$ cat config.mk
export PLATFORM = sky130hd
export DESIGN_NAME = meas_queue_flat
export DESIGN_NICKNAME = d
export VERILOG_FILES = /design/src/rtl/meas_queue_if.sv /design/src/rtl/meas_queue.sv /design/src/flat_wrapper.sv
export SDC_FILE = /design/constraint.sdc
export NUM_CORES = 1
export LEC_CHECK = 0
export CAP_MARGIN = 20
export CORE_MARGIN = 10
export CORE_UTILIZATION = 30
export DETAILED_ROUTE_END_ITERATION = 10
export HOLD_SLACK_MARGIN = 0.15
export PLACE_DENSITY_LB_ADDON = 0.3
export SLEW_MARGIN = 10
export SYNTH_ARGS = -nofsm -noshare
export SYNTH_HDL_FRONTEND = slang
export SYNTH_SLANG_ARGS = --single-unit
$ cat constraint.sdc
create_clock -name clk -period 10.72 [get_ports clk]
set_input_delay 3.216 -clock clk [delete_from_list [all_inputs] [get_ports clk]]
set_output_delay 3.216 -clock clk [all_outputs]
set_load 0.02 [all_outputs]
$ cat src/rtl/meas_queue_if.sv
// meas_queue_if: measurement push side and uart_tx launch side of meas_queue
interface meas_queue_if #(
  parameter int DATA_W = 40,
  parameter int DEPTH_LOG2 = 3,
  parameter int DROP_W = 16
);
  logic [DATA_W-1:0] meas_in;
  logic meas_valid;
  logic uart_busy;
  logic [DATA_W-1:0] uart_data;
  logic uart_start;
  logic [DEPTH_LOG2:0] level;
  logic full;
  logic empty;
  logic [DROP_W-1:0] drop_count;
  modport master (
    output meas_in, meas_valid, uart_busy,
    input uart_data, uart_start, level, full, empty, drop_count
  );
  modport slave (
    input meas_in, meas_valid, uart_busy,
    output uart_data, uart_start, level, full, empty, drop_count
  );
endinterface

$ cat src/rtl/meas_queue.sv
// meas_queue: 200 MHz measurement FIFO feeding uart_tx; MEAS_QUEUE_DROP_CNT_EN enables the saturating drop counter
module meas_queue #(
  parameter int DATA_W = 40,
  parameter int DEPTH_LOG2 = 3,
  parameter int DROP_W = 16
) (
  input logic clk,
  input logic rst_n,
  meas_queue_if.slave q
);
  localparam int DEPTH = 1 << DEPTH_LOG2;
  typedef enum logic [1:0] {IDLE, WAIT_BUSY, WAIT_DONE} state_t;
  state_t state, state_nx;
  logic [DATA_W-1:0] mem [DEPTH];
  logic [DEPTH_LOG2-1:0] wr_ptr, rd_ptr;
  logic [DEPTH_LOG2:0] level;
  logic [DATA_W-1:0] uart_data;
  logic uart_start;
  logic full, empty, pop, push;
  assign full = level[DEPTH_LOG2];
  assign empty = level == '0;
  assign pop = state == IDLE && !empty && !q.uart_busy;
  // a full queue still takes the push when the slot is freed in the same cycle
  assign push = q.meas_valid && (!full || pop);
  always_comb begin
    state_nx = state;
    if (state == IDLE) state_nx = pop ? WAIT_BUSY : IDLE;
    else if (state == WAIT_BUSY) state_nx = q.uart_busy ? WAIT_DONE : WAIT_BUSY;
    else state_nx = q.uart_busy ? WAIT_DONE : IDLE;
  end
  always_ff @(posedge clk or negedge rst_n) begin
    if (!rst_n) begin
      state <= IDLE;
      wr_ptr <= '0;
      rd_ptr <= '0;
      level <= '0;
      uart_data <= '0;
      uart_start <= 1'b0;
    end else begin
      state <= state_nx;
      wr_ptr <= push ? wr_ptr + 1'b1 : wr_ptr;
      rd_ptr <= pop ? rd_ptr + 1'b1 : rd_ptr;
      level <= level + (DEPTH_LOG2 + 1)'(push) - (DEPTH_LOG2 + 1)'(pop);
      uart_start <= pop;
      if (pop) uart_data <= mem[rd_ptr];
    end
  end
  always_ff @(posedge clk)
    if (push) mem[wr_ptr] <= q.meas_in;
`ifdef MEAS_QUEUE_DROP_CNT_EN
  logic [DROP_W-1:0] drop_count;
  always_ff @(posedge clk or negedge rst_n)
    if (!rst_n) drop_count <= '0;
    else if (q.meas_valid && !push && drop_count != '1) drop_count <= drop_count + 1'b1;
  assign q.drop_count = drop_count;
`else
  assign q.drop_count = DROP_W'(0);
`endif
  assign q.uart_data = uart_data;
  assign q.uart_start = uart_start;
  assign q.level = level;
  assign q.full = full;
  assign q.empty = empty;
endmodule

$ cat src/flat_wrapper.sv
// flat-port wrapper written by rule: the top's interface ports become plain ports
module meas_queue_flat 
#(
  parameter int DATA_W = 40,
  parameter int DEPTH_LOG2 = 3,
  parameter int DROP_W = 16
)
  (clk, rst_n, q_meas_in, q_meas_valid, q_uart_busy, q_uart_data, q_uart_start, q_level, q_full, q_empty, q_drop_count);
  meas_queue_if #(.DATA_W(DATA_W), .DEPTH_LOG2(DEPTH_LOG2), .DROP_W(DROP_W)) q_i ();
  input logic clk;
  input logic rst_n;
  input wire logic [$bits(q_i.meas_in)-1:0] q_meas_in;
  input wire logic [$bits(q_i.meas_valid)-1:0] q_meas_valid;
  input wire logic [$bits(q_i.uart_busy)-1:0] q_uart_busy;
  output wire logic [$bits(q_i.uart_data)-1:0] q_uart_data;
  output wire logic [$bits(q_i.uart_start)-1:0] q_uart_start;
  output wire logic [$bits(q_i.level)-1:0] q_level;
  output wire logic [$bits(q_i.full)-1:0] q_full;
  output wire logic [$bits(q_i.empty)-1:0] q_empty;
  output wire logic [$bits(q_i.drop_count)-1:0] q_drop_count;
  assign q_i.meas_in = q_meas_in;
  assign q_i.meas_valid = q_meas_valid;
  assign q_i.uart_busy = q_uart_busy;
  assign q_uart_data = q_i.uart_data;
  assign q_uart_start = q_i.uart_start;
  assign q_level = q_i.level;
  assign q_full = q_i.full;
  assign q_empty = q_i.empty;
  assign q_drop_count = q_i.drop_count;
  meas_queue #(.DATA_W(DATA_W), .DEPTH_LOG2(DEPTH_LOG2), .DROP_W(DROP_W)) u_core (.clk(clk), .rst_n(rst_n), .q(q_i));
endmodule
==> flow_summary_export.csv <==
group,metric,value,unit
clock_tree,clk_latency,0.54,ns
floorplan,fp.coreArea,0.04765,mm²
sta,relSlewSlack,31.49,%
clock_tree,cts_tree,"yes",
power_and_ir_drop,power.leakage,6.288,nW
setup_path,crit_required,11.14,ns
cells_and_area,area_growth,19.73,%
cells_and_area,postLayoutCoreUtil,36.32,%
setup_path,critPathSlowestCell,"clkinv_4",
run_status,outcome,"completed",
sta,worst_slack,4.807,ns
setup_path,path_max_fanout,44,
sta,finalSetupViolCount,0,
place,dp_hpwl,17000,µm
cells_and_area,finalNonFillerCells,1598,
floorplan,initial_utilization,30.34,%
setup_path,worstSetupStartpointType,"input port",
setup_path,cpLargestDelayFamily,"buffers and inverters",
logic_synthesis,syn-cell-area,0.01445,mm²
sta,finalSetupTns,0,ns
place,dpl-instance-area,0.01598,mm²
floorplan,rows,80,
power_and_ir_drop,p_int,3.181,mW
logic_synthesis,synth_common_cells,"320 x edfxtp_1, 160 x mux2i_1, 86 x nand2_1",
clock_tree,cts_made_buffers,40,
logic_synthesis,synth_edf_count,320,
place,gp_congestion,0.6694,
logic_synthesis,synth.distinct_cells,35,
place,preCtsSetupSlack,4.174,ns
sta,skew,0.02066,ns
sta,period_needed,5.913,ns
power_and_ir_drop,comb_power_share,28.2,%
sta,period_share,55.16,%
detailed_routing,routed_via_density,4.629,
logic_synthesis,synth_ff_type,"edfxtp_1",
cells_and_area,finalInstanceArea,0.01731,mm²
global_route,grt_pass1_wl,48480,µm
detailed_routing,finalWirelength,32610,µm
global_route,grt_use_total,11.13,%
global_route,grt_antenna_before_repair,3,
place,placedCellCount,1522,
sta,finalHoldViolCount,0,
power_and_ir_drop,p_per_area,269.2,mW/mm²
clock_tree,clock_path_buffers,3,
cells_and_area,drive_above_1_share,9.980,%
clock_tree,cts_resized,0,
sta,rsz0062_at_grt,"no",
setup_path,worstSetupPathType,"in2reg",
sta,whs,0.4695,ns
clock_tree,root_buffer,"clkbuf_16",
logic_synthesis,ys_seq_elements,373,
power_and_ir_drop,ir_drop,0.0001797,V
setup_path,cp_num_buf_inv,4,
logic_synthesis,ys_top_cells_by_area,"edfxtp_1 66%, mux2i_1 11%, dfrtp_1 9.2%, a22oi_1 4.2%, nand2_1 2.2%",
detailed_routing,drt_iter0_markers,456,
detailed_routing,wl_per_cell,20.41,µm
clock_tree,post-cts-setup-buffer-count,0,
detailed_routing,first_pass_iters,4,
global_route,grt_max_degree,58,
setup_path,crit_path_frequent_cell,"ha_1",
logic_synthesis,synth_top_area_cell,"edfxtp_1",
job,cap_violations,0,
clock_tree,clock-sinks,373,
detailed_routing,ant_nets,0,
setup_path,cp.arrival,6.33,ns
detailed_routing,route.vias.total,7397,
setup_path,max_stage_delay,0.61,ns
setup_path,cp-end-kind,"flip-flop",
logic_synthesis,avgSynthCellArea,17.02,µm²
sta,slew_viol_final,0,
cells_and_area,fill_cells,4470,
sta,tightest_slew,1.028,ns
logic_synthesis,synthCells,849,
floorplan,die_y,239.5,µm
detailed_routing,drcViolationCount,0,
sta,max_freq,0.1691,GHz
power_and_ir_drop,power,4.659,mW
min_path,hp-class,"reg2reg",
floorplan,dieArea,0.05736,mm²
power_and_ir_drop,clkPwrFrac,29.3,%
setup_path,path_cells,"clkdlybuf4s50_1, or4_2, buf_4, clkinv_4, ha_1, inv_1, ha_1, fa_1, xor2_1",
cells_and_area,num-nets-final,1002,
clock_tree,h-tree-depth,2,
place,port_buffers,90,
logic_synthesis,netlist.area_leader.share,66.48,%
logic_synthesis,ys.warnings.count,0,
global_route,grt_remaining_overflow,0,
power_and_ir_drop,p_sw,1.478,mW
logic_synthesis,async_reset_ff_share,14.21,%
power_and_ir_drop,switching_share,31.72,%
clock_tree,post_cts_hold_buffer_count,0,
power_and_ir_drop,p_seq_share,42.5,%
floorplan,ios,107,
logic_synthesis,yosysSeqAreaShare,75.66,%
logic_synthesis,yosys.cell_count.top_type,"edfxtp_1",
floorplan,die_w,239.5,µm
clock_tree,path_clk_slew,0.06,ns
global_route,first_global_vias,7712,
## power groups by stage
stage          clock, mW  sequential [mW]  combinational, mW
2_1_floorplan          0             2.04              0.804
3_3_place_gp           0             2.01               1.32
3_5_place_dp           0             2.02               1.33
4_1_cts             1.40             1.99               1.33
5_1_grt             1.46             2.01               1.43
6_report            1.37             1.98               1.31
## registers in the layout, summed over array words and instances, names as in the netlist
register and cells:
u_core.mem 320, u_core.q.uart_data 40, u_core.q.level 4, u_core.rd_ptr 3, u_core.wr_ptr 3, u_core.state 2
u_core.q.uart_start 1
## layer usage
metal | share of wire [%] | track usage (%) | vias to the layer above | routed length (µm)
met3 | 5.1 | 2.632 | 45 | 1658
met1 | 46 | 14.88 | 3764 | 14990
met2 | 47 | 17.85 | 151 | 15460
li1 | - | - | 3433 | -
met4 | 1.4 | 2.759 | 4 | 471
met5 | 0.089 | 0 | - | 29
## logic make-up (layout without fill, tap and decap cells)
kind of cell	Yosys count	count (layout)	synth area share (%)
AOI/OAI and AO/OA	85	85	4.458
muxes	161	161	11.16
other	1	17	0.02594
DFF	373	373	75.66
xor gates and xnor gates	6	6	0.3636
adders and majority gates	8	8	0.7444
and+or+nand+nor	146	146	4.683
buffers and inverters	69	187	2.909
## worst register-to-register path: stages (launching register included)
cell and delay, ns:
dfrtp_1 0.42, inv_1 0.08, ha_1 0.13, nor3b_2 0.26
or4_2 0.17, buf_4 0.53, clkinv_4 0.64, ha_1 0.49
inv_1 0.04, ha_1 0.20, fa_1 0.40, xor2_1 0.15
## worst paths after layout
kind	start	endpoint	slack (ns)	depth (start not counted)
min in group asynchronous	rst_n	u_core.q.uart_data[39]	2.80	1
worst max register to register	u_core.q.level[3]	u_core.q.level[2]	7.10	11
worst min-delay path	u_core.q.uart_data[31]	u_core.q.uart_data[31]	0.47	2
worst max-delay path	q_uart_busy	u_core.q.level[2]	4.81	9
worst min register to register	u_core.q.uart_data[31]	u_core.q.uart_data[31]	0.47	2
max in group asynchronous	rst_n	u_core.rd_ptr[0]	7.30	1
## final cells by class
type                    instances  area [µm²]  share of cell area (%)
clock buffers                  62        1155                   6.673
flip-flops and latches        373       10940                   63.21
inverters                       8       35.03                  0.2024
well taps                     615       769.5                   4.447
diodes                          1       2.502                 0.01446
repair buffers                105        1023                   5.914
multi-input cells             422        3234                   18.69
clock inverters                12       146.4                  0.8459
## cells in the final DEF (no fill, tap or decap), drive strengths merged, types with 10 or more instances in the layout
| cell type | netlist | layout |
|---|---|---|
| nand3 | 42 | 42 |
| clkdlybuf4s50 | 0 | 89 |
| dfrtp | 53 | 53 |
| edfxtp | 320 | 320 |
| buf | 45 | 16 |
| conb | 1 | 16 |
| a22oi | 80 | 80 |
| clkbuf | 16 | 62 |
| inv | 7 | 10 |
| mux2i | 160 | 160 |
| nand2 | 86 | 86 |
No activity file was read; power rests on OpenSTA's default activity.
